[src/rtl/rope_ctrl.sv]
// Tug-of-war rope position and round FSM, updated once per frame on vsync.
// Optional ROPE_DRIFT_EN: idle frames drift the rope one pixel toward CENTER.
module rope_ctrl #(
  parameter int CENTER       = 240,
  parameter int STEP         = 4,
  parameter int WIN_MARGIN   = 100,
  parameter int LOC_MIN      = 20,
  parameter int LOC_MAX      = 460,
  parameter int CNT_W        = 4,
  parameter int DRIFT_FRAMES = 8
) (
  input  logic       clk,
  input  logic       reset,
  input  logic       vsync,
  input  logic       pull_a,
  input  logic       pull_b,
  input  logic       start,
  output logic [9:0] rope_loc,
  output logic [1:0] game_state,
  output logic       frame_upd
);

  typedef enum logic [1:0] {
    IDLE  = 2'b00,
    PLAY  = 2'b01,
    WIN_A = 2'b10,
    WIN_B = 2'b11
  } state_t;

  localparam logic [CNT_W-1:0] CMAX = '1;
  localparam logic signed [11:0] CTR  = 12'(CENTER);
  localparam logic signed [11:0] STP  = 12'(STEP);
  localparam logic signed [11:0] LMIN = 12'(LOC_MIN);
  localparam logic signed [11:0] LMAX = 12'(LOC_MAX);
  localparam logic signed [11:0] WLO  = 12'(CENTER - WIN_MARGIN);
  localparam logic signed [11:0] WHI  = 12'(CENTER + WIN_MARGIN);

  state_t           st, st_n;
  logic             vs_q, fe;
  logic [CNT_W-1:0] cnt_a, cnt_b, cnt_a_n, cnt_b_n;
  logic [9:0]       loc_n;
  logic             upd_n;
  logic signed [11:0] nv, fin;

`ifdef ROPE_DRIFT_EN
  localparam int DW = $clog2(DRIFT_FRAMES + 1);
  logic [DW-1:0] dcnt, dcnt_n;

  always_ff @(posedge clk) begin
    if (reset) dcnt <= '0;
    else       dcnt <= dcnt_n;
  end
`else
  logic unused_drift;
  assign unused_drift = ^32'(DRIFT_FRAMES);
`endif

  // Edge is registered so the update lands two edges after vsync rises.
  always_ff @(posedge clk) begin
    if (reset) begin
      vs_q      <= 1'b0;
      fe        <= 1'b0;
      st        <= IDLE;
      rope_loc  <= 10'(CENTER);
      cnt_a     <= '0;
      cnt_b     <= '0;
      frame_upd <= 1'b0;
    end else begin
      vs_q      <= vsync;
      fe        <= vsync & ~vs_q;
      st        <= st_n;
      rope_loc  <= loc_n;
      cnt_a     <= cnt_a_n;
      cnt_b     <= cnt_b_n;
      frame_upd <= upd_n;
    end
  end

  always_comb begin
    st_n    = st;
    loc_n   = rope_loc;
    cnt_a_n = cnt_a;
    cnt_b_n = cnt_b;
    upd_n   = 1'b0;
`ifdef ROPE_DRIFT_EN
    dcnt_n  = dcnt;
`endif
    nv = $signed({2'b00, rope_loc})
       + ($signed(12'(cnt_b)) - $signed(12'(cnt_a))) * STP;
    if (nv < LMIN)      fin = LMIN;
    else if (nv > LMAX) fin = LMAX;
    else                fin = nv;

    unique case (st)
      PLAY: begin
        if (start) begin
          loc_n   = 10'(CENTER);
          cnt_a_n = '0;
          cnt_b_n = '0;
`ifdef ROPE_DRIFT_EN
          dcnt_n  = '0;
`endif
        end else if (fe) begin
`ifdef ROPE_DRIFT_EN
          if (cnt_a == '0 && cnt_b == '0) begin
            if (dcnt == DW'(DRIFT_FRAMES - 1)) begin
              dcnt_n = '0;
              if (fin > CTR)      fin = fin - 12'sd1;
              else if (fin < CTR) fin = fin + 12'sd1;
            end else begin
              dcnt_n = dcnt + 1'b1;
            end
          end else begin
            dcnt_n = '0;
          end
`endif
          loc_n   = fin[9:0];
          upd_n   = 1'b1;
          cnt_a_n = CNT_W'(pull_a);
          cnt_b_n = CNT_W'(pull_b);
          if (fin <= WLO)      st_n = WIN_A;
          else if (fin >= WHI) st_n = WIN_B;
        end else begin
          if (pull_a && cnt_a != CMAX) cnt_a_n = cnt_a + 1'b1;
          if (pull_b && cnt_b != CMAX) cnt_b_n = cnt_b + 1'b1;
        end
      end
      default: begin
        if (start) begin
          st_n    = PLAY;
          loc_n   = 10'(CENTER);
          cnt_a_n = '0;
          cnt_b_n = '0;
`ifdef ROPE_DRIFT_EN
          dcnt_n  = '0;
`endif
        end
      end
    endcase
  end

  assign game_state = st;

endmodule

[config.mk]
export PLATFORM = sky130hd
export DESIGN_NAME = rope_ctrl
export DESIGN_NICKNAME = d
export VERILOG_FILES = /design/src/rtl/rope_ctrl.sv
export SDC_FILE = /design/constraint.sdc
export NUM_CORES = 1
export LEC_CHECK = 0
export BUFFER_PORTS_ARGS = -buffer_cell sky130_fd_sc_hd__buf_2
export CAP_MARGIN = 20
export CORE_MARGIN = 2
export CORE_UTILIZATION = 35
export CTS_BUF_LIST = sky130_fd_sc_hd__clkbuf_2 sky130_fd_sc_hd__clkbuf_4 sky130_fd_sc_hd__clkbuf_8
export DETAILED_ROUTE_END_ITERATION = 16
export GPL_ROUTABILITY_DRIVEN = 0
export PLACE_DENSITY = 0.52
export SKIP_CTS_REPAIR_TIMING = 1
export SLEW_MARGIN = 0
export SYNTH_ARGS = -nofsm -noshare
export SYNTH_HDL_FRONTEND = slang
export SYNTH_SLANG_ARGS = --single-unit
[constraint.sdc]
create_clock -name clk -period 3.44 [get_ports clk]
set_clock_uncertainty 0.05 [all_clocks]
set_input_delay 0.86 -clock clk [delete_from_list [all_inputs] [get_ports clk]]
set_output_delay 0.86 -clock clk [all_outputs]
set_load 0.01 [all_outputs]
Word-level counts from Yosys, hierarchy flattened
Index checks and enable logic that the tools add are counted.
{"block": "op_classes", "n_reduce_logical": 12, "add_sub_neg": 4, "eq_ne": 4, "magnitude_cmp": 4, "n_bitwise": 3, "mux": 22}
{"operator": "$mux W10", "count": 4}
{"operator": "$mux W4", "count": 9}
{"operator": "$mux W12", "count": 2}
{"operator": "$add A11 B7 Y12", "count": 1}
{"operator": "$ge A12 B10 Y1 const B", "count": 1}
{"operator": "$gt A12 B10 Y1 const B", "count": 1}
{"operator": "$le A12 B9 Y1 const B", "count": 1}
{"operator": "$lt A12 B6 Y1 const B", "count": 1}
{"operator": "$mux W2", "count": 6}
{"operator": "$reduce_bool A3 Y1", "count": 3}
{"operator": "$add A4 B1 Y4 const B", "count": 2}
{"operator": "$ne A4 B4 Y1 const B", "count": 2}
{"operator": "$reduce_and A2 Y1", "count": 3}
{"operator": "$sub A4 B4 Y5", "count": 1}
{"operator": "$reduce_and A4 Y1", "count": 1}
{"operator": "$reduce_bool A2 Y1", "count": 2}
{"operator": "$reduce_or A3 Y1", "count": 1}
{"operator": "$eq A2 B1 Y1 const B", "count": 1}
{"operator": "$logic_and A1 B1 Y1", "count": 2}
{"operator": "$ne A2 B2 Y1 const B", "count": 1}
{"operator": "$not A1 Y1", "count": 2}
{"operator": "$and A1 B1 Y1", "count": 1}
{"operator": "$mux W1", "count": 1}
{"block": "totals", "out_inout_bits": 13, "input_bits": 6, "regBits": 23}

Longest topological paths before layout
Gate-level depths: netlist of the first run.
{"block": "depth", "word_depth": 11, "mapped_depth": 16, "depth_no_buf": 15}

Worst setup path after synthesis of the first run
No wires, ideal clock.
{"block": "synth_path", "path_kind": "register to register", "from": "register cnt_a[0]", "to": "register rope_loc[2]", "n_path_buf": 0, "required_time_ns": 3.270, "arrival_time_ns": 3.166, "setup_slack_ns": 0.104, "stages_incl_launch_ff": 15, "period_less_slack_ns": 3.336, "path_cell_list": "dfxtp_1 -> ha_1 -> inv_1 -> fa_1 -> a21o_1 -> a21o_1 -> inv_1 -> ha_1 -> a21oi_1 -> nand2_1 -> o21ai_1 -> a21oi_1 -> or3_4 -> nand4bb_4 -> o31a_1"}
{"block": "synth_via", "elab_chain_len": 8}
{"element": "start: declaration", "line_no": "40", "rtl": "logic [CNT_W-1:0] cnt_a, cnt_b, cnt_a_n, cnt_b_n;"}
{"element": "start signal: assignment", "line_no": "73", "rtl": "cnt_a <= cnt_a_n;"}
{"element": "$sub A4 B4 Y5 (*)", "line_no": "89", "rtl": "+ ($signed(12'(cnt_b)) - $signed(12'(cnt_a))) * STP;"}
{"element": "$add A11 B7 Y12 (*)", "line_no": "89"}
{"element": "$gt A12 B10 Y1", "line_no": "91", "rtl": "else if (nv > LMAX) fin = LMAX;"}
{"element": "$mux W12", "line_no": "91"}
{"element": "$mux W12 (*)", "line_no": "90", "rtl": "if (nv < LMIN) fin = LMIN;"}
{"element": "$mux W10 (*)", "line_no": "103", "rtl": "end else if (fe) begin"}
{"element": "$mux W10 (*)", "line_no": "96", "rtl": "if (start) begin"}
{"element": "$mux W10 (*)", "line_no": "94", "rtl": "unique case (st)"}
{"element": "end signal: assignment", "line_no": "64", "rtl": "rope_loc <= 10'(CENTER);"}
{"element": "end signal: assignment", "line_no": "72", "rtl": "rope_loc <= loc_n;"}
{"element": "end: declaration", "line_no": "18", "rtl": "output logic [9:0] rope_loc,"}
Mark *: on every way between the ends. The rest lies on a longest branch, timed or not. The select of a mux whose other input is x is not followed.
A chain may end at the register's enable or synchronous reset.

Final worst setup path of the first run
{"block": "layout_path", "from": "register cnt_b[0]", "to": "register rope_loc[2]"}
{"block": "layout_via", "elab_chain_len": 8}
{"element": "start: declaration", "line_no": "40"}
{"element": "start signal: assignment", "line_no": "74", "rtl": "cnt_b <= cnt_b_n;"}
{"element": "$sub A4 B4 Y5 (*)", "line_no": "89"}
{"element": "$add A11 B7 Y12 (*)", "line_no": "89"}
{"element": "$gt A12 B10 Y1", "line_no": "91"}
{"element": "$mux W12", "line_no": "91"}
{"element": "$mux W12 (*)", "line_no": "90"}
{"element": "$mux W10 (*)", "line_no": "103"}
{"element": "$mux W10 (*)", "line_no": "96"}
{"element": "$mux W10 (*)", "line_no": "94"}
Marked as above.

==> results.yml, run 1 <==
placement:
  dp_hpwl_um: 2910
  dp.cells: 263
  numPortBuffers: 18
yosys:
  synth_seq_area_share_pct: 28.5
  async_reset_ff_share_pct: 0
  synth_edf_count: 0
  synth_area_leader_cell: "dfxtp_1"
  netlist_top_cells_area: "dfxtp_1 (28%), ha_1 (12%), nor2_1 (5.1%)"
  synth_top_cell_area_share_pct: 28.5
  ys_types: 48
  synth_cells: 191
  synth_warnings: 0
  synthFlopType: "dfxtp_1"
  synth_fp_nets: 214
  avgSynthCellArea_um2: 8.46
  ys_ff_latch: 23
  synth_area_um2: 1620
power:
  switchingPower_uw: 247
  p_comb_share_pct: 35.3
  finalPower_uw: 706
  intPower_uw: 459
  ir_drop_mv: 0.220
  pwr-share-clk_pct: 25.6
  swShare_pct: 35.0
  p_per_area_nw_per_um2: 375
  p_leak_uw: 0.000818
  seq_power_share_pct: 39.2
run:
  cap_violations: 0
sta:
  worstMarginPinSlew_ns: 0.506
  final-hold-violation-count: 0
  relSlewSlack_pct: 66.0
  max_freq_mhz: 311
  whs_ns: 0.339
  timing.final.crit_share_pct: 93.6
  grt_setup_unrepaired: "false"
  drv_slew: 0
  setup_tns_ns: 0
  period_needed_ns: 3.22
  setup_viol: 0
finish:
  fin_cells: 268
  drive_above_1_share_pct: 21.8
  fin_util_pct: 42.7
  area_delta_synth_final_pct: 16.6
  finalNetCount: 240
  diodes: 0
  final_common_cell: "dfxtp_1"
  most-common-layout-cells: "dfxtp_1 (23), nor2_1 (22), nand2_1 (19)"
grt:
  grt-ovfl-total: 0
  grt_pass1_wl_um: 6300
  grt_max_degree: 15
  antenna_found_initial: 0
  grt_pass1_vias: 1352
  gr-usage-all-layers_pct: 15.5
setup_path:
  worstSetupEndpointType: "register"
  cp.arrival_ns: 3.34
  critical_path_class: "reg -> reg"
  critPathMaxFanout: 6
  worst_path_max_delay_cell: "or3_4"
  cp.required_ns: 3.56
  cpLargestDelayFamily: "compound AO/OA/AOI/OAI gates"
  slowest_delay_ns: 0.41
  worst-path-buf-inv: 3
  critical_path.startpoint_type: "register"
  crit_chain: "inv_1 > ha_1 > inv_1 > fa_2 > a21o_1 > a21o_1 > inv_2 > ha_2 > a21oi_2 > nand2_1 > o21ai_2 > a21oi_2 > or3_4 > nand4bb_4 > o31a_1"
clock_network:
  clock_path_buffers: 2
  clk_latency_ns: 0.27
  cts_sinks: 23
  htreeDepth: 1
  cts_root_buf: "clkbuf_8"
  cts_tree: "done"
  path_clk_slew_ns: 0.09
  cts_inserted_buffers: 3
detailed_routing:
  drt-initial-drc-count: 56
  post-route-drc-count: 0
  routed_wl_um: 3660
  vias: 1415
  ant_nets: 0
  routedWlPerCell_um: 13.6
  viasPerCell: 5.28
  first_pass_iters: 4
hold_path:
  hold_path.class: "reg -> reg"
floorplan:
  die-width_um: 72.0
  rows: 24
  ios: 19
  fp.dieArea_um2: 5180
  die_y_um: 72.0
  start_util_pct: 36.6
  core_um2: 4410
status:
  status: "complete, no violations"
==> sequential cells by signal (all words and copies together), names as in the netlist <==
name / cells
game_state: 2
fe: 1
vs_q: 1
frame_upd: 1
cnt_b: 4
rope_loc: 10
cnt_a: 4
==> cell usage after synthesis, drive strengths merged, types with 2 or more instances <==
cell type / n
nor2: 22
a211o: 2
a211oi: 5
or3: 2
o311ai: 3
ha: 15
a41oi: 2
nand3: 7
a311o: 2
a21o: 6
nand4: 3
nor2b: 5
fa: 2
a21oi: 14
inv: 13
dfxtp: 23
xor2: 5
nand2: 19
nand3b: 2
clkbuf: 5
o21ai: 5
o21a: 2
xnor2: 7
nor3: 3
==> layout make-up <==
type	instances	area [um^2]
Clock buffer	3	41.3
Multi-Input combinational cell	150	1110
Timing Repair Buffer	26	150
Clock inverter	1	7.51
Fill cell	447	2530
Tap cell	52	65.1
Inverter	13	48.8
Sequential cell	23	460
==> cells by family after synthesis <==
| group | count (synthesis) | share of synthesized area (%) |
|---|---|---|
| xor+xnor | 12 | 6.50 |
| simple gates | 69 | 21.5 |
| flops | 23 | 28.5 |
| fa+ha+maj | 17 | 14.1 |
| buf+inv | 18 | 4.18 |
| compound gates | 52 | 25.2 |
==> metal layers <==
metal / track usage (%) / routed length, um / vias to the layer above
met5: 0 / 0 / -
met4: 4.82 / 43 / 0
met3: 3.33 / 116 / 4
met2: 26.1 / 1750 / 25
met1: 19.9 / 1740 / 652
li1: - / - / 734
==> worst paths after layout <==
path | slack (ns) | end | from | cells past startpoint
setup reg to reg | 0.22 | rope_loc[2] | cnt_b[0] | 15
setup / recovery | 0.22 | rope_loc[2] | cnt_b[0] | 15
hold / removal | 0.34 | fe | vs_q | 1
hold reg to reg | 0.34 | fe | vs_q | 1
==> worst register-to-register path, cell delays in order, from the launching register on <==
cell and delay, ns:
dfxtp_1 0.32, inv_1 0.05, ha_1 0.13, inv_1 0.06, fa_2 0.35, a21o_1 0.17
a21o_1 0.20, inv_2 0.08, ha_2 0.31, a21oi_2 0.16, nand2_1 0.10, o21ai_2 0.17
a21oi_2 0.09, or3_4 0.41, nand4bb_4 0.24, o31a_1 0.26
==> power groups by stage <==
stage | Sequential (uW) | Clock [uW] | Combinational [uW]
CTS | 277 | 188 | 234
floorplan | 284 | 0 | 178
global placement | 283 | 0 | 232
detailed placement | 283 | 0 | 233
finish | 276 | 180 | 249
global route | 278 | 197 | 278
==> metrics by stage <==
stage,area (um^2),setup WS [ns]
global placement,1810,0.0945
global route,1880,0.0176
floorplan,1620,0.104
detailed placement,1810,0.0402
finish,1880,0.220
CTS,1850,0.0111
No activity file was read; power rests on OpenSTA's default activity.
==> inputs of run 2 (changes only) <==
Settings changed: CORE_ASPECT_RATIO from default to 1.4, PLACE_DENSITY 0.52 to default.
==> run 2 against run 1 <==
Power rose by 1.9%. Core utilization rose by 0.53 points. Critical path depth did not move. Sequential share of layout area fell by 0.75 points.
==> results.yml, run 2 (synthesized netlist as in run 1, its figures left out) <==
sta:
  setup_tns_ns: 0
  timing.final.crit_share_pct: 93.9
  grt_setup_unrepaired: "true"
  setup_viol: 0
  period_needed_ns: 3.23
  worst_slack_ns: 0.210
  max_freq_mhz: 310
  final-hold-violation-count: 0
  drv_slew: 0
  worstMarginPinSlew_ns: 0.482
  relSlewSlack_pct: 67.8
setup_path:
  rr_worst_depth: 15
  cp.required_ns: 3.55
  endpoint: "rope_loc[2]"
  critical_path.startpoint_type: "register"
  r2r_start: "cnt_b[0]"
  cp.arrival_ns: 3.34
  critical_path_class: "reg -> reg"
  r2r-end: "rope_loc[2]"
  startpoint: "cnt_b[0]"
  rrSetupSlack_ns: 0.21
  worstSetupEndpointType: "register"
  critPathMaxFanout: 6
detailed_routing:
  route.met2.wl_um: 1980
  post-route-drc-count: 0
  viasPerCell: 5.31
  routed_wl_um: 3780
  wl_met1_um: 1550
  top_layer_used: "met4"
  ant_nets: 0
  dr_wl_met3_um: 134
  vias: 1504
  first_pass_iters: 4
  drt-initial-drc-count: 54
  routedWlPerCell_um: 13.4
finish:
  area_delta_synth_final_pct: 20.3
  largest_register_ffs: 10
  largest-register: "rope_loc"
  diodes: 0
  reg_top3: "rope_loc: 10 flops, cnt_a: 4 flops, cnt_b: 4 flops"
  most-common-layout-cells: "dfxtp_1 (23), nor2_1 (22), nand2_1 (19)"
  fin_util_pct: 43.2
  n_fill_cell: 479
  final_common_cell: "dfxtp_1"
  finalNetCount: 245
  drive_above_1_share_pct: 24.0
clock_network:
  cts_inserted_buffers: 3
  cts_sinks: 23
  path_clk_slew_ns: 0.09
  cts_root_buf: "clkbuf_8"
  cts_tree: "done"
  htreeDepth: 1
  clock_path_buffers: 2
  clk_latency_ns: 0.27
power:
  ir_drop_mv: 0.200
  p_per_area_nw_per_um2: 370
  p_leak_uw: 0.000849
  finalPower_uw: 719
status:
  status: "complete, no violations"
run:
  cap_violations: 0
grt:
  grt_pass1_wl_um: 6470
  antenna_found_initial: 0
  grt_pass1_vias: 1447
  grt-ovfl-total: 0
  gr-usage-all-layers_pct: 16.2
  grt_max_degree: 14
floorplan:
  start_util_pct: 35.9
  fp.dieArea_um2: 5190
  core_um2: 4500
  die-width_um: 61.4
  die_y_um: 84.4
  rows: 29
  ios: 19
placement:
  numPortBuffers: 18
  preCtsSetupSlack_ns: 0.0340
  dp_hpwl_um: 3070
hold_path:
  hold_path.class: "reg -> reg"
## run 2: cell types whose count changed in the layout (fill, tap and decap cells not counted), sizes merged
cell,before,now
buf,26,31
clkinv,0,1
clkinvlp,1,0
## run 2: layer usage
metal	GRT usage (%)	vias to the layer above
met4	6.58	0
met3	3.08	10
met5	0	-
met1	18.8	709
met2	28.0	33
li1	-	752
## run 2: worst min path at each step
stage                     slack (ns)  start  cells past startpoint  endpoint
after global routing            0.36   vs_q                      1        fe
after global placement          0.32   vs_q                      1        fe
after floorplan                 0.32   vs_q                      1        fe
final                           0.34   vs_q                      1        fe
after CTS                       0.34   vs_q                      1        fe
after detailed placement        0.33   vs_q                      1        fe
## run 2: worst max-delay path: stages, from the launching register on
cell	delay, ns
dfxtp_1	0.32
inv_1	0.05
ha_1	0.12
inv_1	0.06
fa_2	0.35
a21o_1	0.17
a21o_1	0.20
inv_2	0.08
ha_2	0.31
a21oi_2	0.16
nand2_1	0.09
o21ai_2	0.15
a21oi_1	0.11
or3_4	0.41
nand4bb_4	0.24
o31a_1	0.25
## run 2: final cells by class
class                      instances  area [um^2]  area share (%)
multi-input combinational        150         1120            57.8
sequential                        23          460            23.7
timing repair buffer              31          188            9.65
tap                               62         77.6            3.99
inverter                          13         48.8            2.51
clock buffer                       3         41.3            2.12
clock inverter                     1         5.00           0.257
## run 2: where the power goes
| part | total [uW] | switching, uW | internal [uW] |
|---|---|---|---|
| sequential | 276 | 4.06 | 272 |
| clock | 172 | 90.7 | 80.9 |
| combinational | 271 | 151 | 121 |
## run 2: stage by stage
step | instances | instance area (um^2) | hold slack [ns]
after floorplan | 191 | 1620 | 0.317
after global placement | 277 | 1850 | 0.322
after detailed placement | 277 | 1850 | 0.330
after CTS | 281 | 1890 | 0.343
after global routing | 283 | 1940 | 0.357
final | 283 | 1940 | 0.341
==> inputs of run 3 (changes only) <==
Settings changed: CAP_MARGIN 20 to 0, PLACE_DENSITY from default to 0.56.
==> run 3 against run 2 <==
Sequential share of layout area about the same. Sequential power about the same. Combinational power about the same. Count of clock-buffer cells in the layout unchanged. Worst hold slack about the same. Power up 0.38%. Routed wire length up 6.5%. Core utilization about the same. Fmax down 1.3%. Register-to-register slack worse by 0.04 ns. Via count down 2.5%.
==> results.yml, run 3 (synthesized netlist as in run 1, its figures left out) <==
finish:
  diodes: 0
  final_common_cell: "dfxtp_1"
  largest-register: "rope_loc"
  stdcell_area_um2: 1940
  finalNetCount: 244
  n_fill_cell: 496
  area_delta_synth_final_pct: 20.2
  drive_above_1_share_pct: 23.2
  largest_register_ffs: 10
  reg_top3: "rope_loc: 10 flops, cnt_a: 4 flops, cnt_b: 4 flops"
  most-common-layout-cells: "dfxtp_1 (23), nor2_1 (22), nand2_1 (19)"
  fin_cells: 282
floorplan:
  core_um2: 4500
  ios: 19
  start_util_pct: 35.9
  fp.dieArea_um2: 5190
  rows: 29
  die-width_um: 61.4
  die_y_um: 84.4
sta:
  whs_ns: 0.341
  drv_slew: 0
  relSlewSlack_pct: 65.9
  grt_setup_unrepaired: "false"
  timing.final.crit_share_pct: 95.1
  setup_tns_ns: 0
  worstMarginPinSlew_ns: 0.511
  max_freq_mhz: 306
  worst_slack_ns: 0.169
  period_needed_ns: 3.27
  final-hold-violation-count: 0
  setup_viol: 0
clock_network:
  cts_sinks: 23
  cts_root_buf: "clkbuf_8"
  clock_path_buffers: 2
  htreeDepth: 1
  cts_inserted_buffers: 3
  clk_latency_ns: 0.27
  path_clk_slew_ns: 0.09
  cts_tree: "done"
setup_path:
  critPathMaxFanout: 6
  cp.arrival_ns: 3.39
  rr_worst_depth: 16
  r2r_start: "cnt_b[0]"
  critical_path_class: "reg -> reg"
  critical_path.startpoint_type: "register"
  r2r-end: "rope_loc[3]"
  worstSetupEndpointType: "register"
  rrSetupSlack_ns: 0.17
  cp.required_ns: 3.56
grt:
  grt_pass1_wl_um: 6380
  grt_max_degree: 14
  grt_busiest_layer: "met2"
  grt-ovfl-total: 0
  gr-usage-all-layers_pct: 16.3
  gr-usage-met1_pct: 18.7
  gr-usage-met2_pct: 29.2
  antenna_found_initial: 0
  grt_util_met3_pct: 2.47
  grt_pass1_vias: 1401
placement:
  post_dp_cell_area_um2: 1850
  dp.cells: 277
  preCtsSetupSlack_ns: -0.00651
  numPortBuffers: 18
  dp_hpwl_um: 3160
hold_path:
  hold_path_startpoint: "vs_q"
  whs_path_depth: 1
  holdPathEnd: "fe"
  hold_path.class: "reg -> reg"
detailed_routing:
  vias: 1467
  first_pass_iters: 4
  routedWlPerCell_um: 14.3
  ant_nets: 0
  routed_wl_um: 4030
  post-route-drc-count: 0
  viasPerCell: 5.20
  drt-initial-drc-count: 56
power:
  ir_drop_mv: 0.157
  p_leak_uw: 0.000848
  p_per_area_nw_per_um2: 372
status:
  status: "complete, no violations"
run:
  cap_violations: 0
run 3: metal layers:
layer	up-vias	part of all wire (%)	routed length, um
met5	-	0	0
met4	0	2.3	92
met3	10	2.7	109
met2	29	55	2200
met1	680	40	1620
li1	748	-	-
run 3: critical path: stages, from the launching register on:
cell,delay (ns)
dfxtp_1,0.32
inv_1,0.05
ha_1,0.12
inv_1,0.06
fa_2,0.35
a21o_1,0.16
a21o_1,0.20
inv_2,0.13
ha_1,0.26
a211o_1,0.26
a21oi_1,0.16
o41ai_2,0.11
xnor2_2,0.18
a31oi_4,0.27
a211oi_1,0.12
buf_4,0.16
a32o_1,0.19
run 3: worst max path at each step:
| stage | startpoint | endpoint | cells after the start |
|---|---|---|---|
| finish | cnt_b[0] | rope_loc[3] | 16 |
| CTS | cnt_b[0] | rope_loc[2] | 15 |
| global route | cnt_b[0] | rope_loc[3] | 16 |
| global placement | cnt_b[0] | rope_loc[2] | 15 |
| floorplan | cnt_a[0] | rope_loc[2] | 14 |
| detailed placement | cnt_b[0] | rope_loc[2] | 15 |
run 3: per-stage QoR:
stage / util, % / power, uW
after floorplan: - / 462
final: 43.2 / 722
after detailed placement: 41.1 / 539
after global placement: 41.1 / 538
after global routing: 43.2 / 766
after CTS: 42.1 / 716
run 3: layout make-up:
| class | instances | area (um^2) | area share (%) |
|---|---|---|---|
| inverters | 13 | 48.8 | 2.51 |
| well taps | 62 | 77.6 | 3.99 |
| repair buffers | 29 | 173 | 8.89 |
| multi-input cells | 151 | 1140 | 58.5 |
| clock buffers | 3 | 41.3 | 2.12 |
| flip-flops and latches | 23 | 460 | 23.7 |
| clock inverters | 1 | 5.00 | 0.258 |
run 3: power breakdown:
part / switching [uW] / internal, uW / leakage, uW
combinational: 155 / 117 / 0.000635
clock: 92.1 / 81.0 / 0.0000255
sequential: 4.14 / 272 / 0.000187
total: 251 / 471 / 0.000848
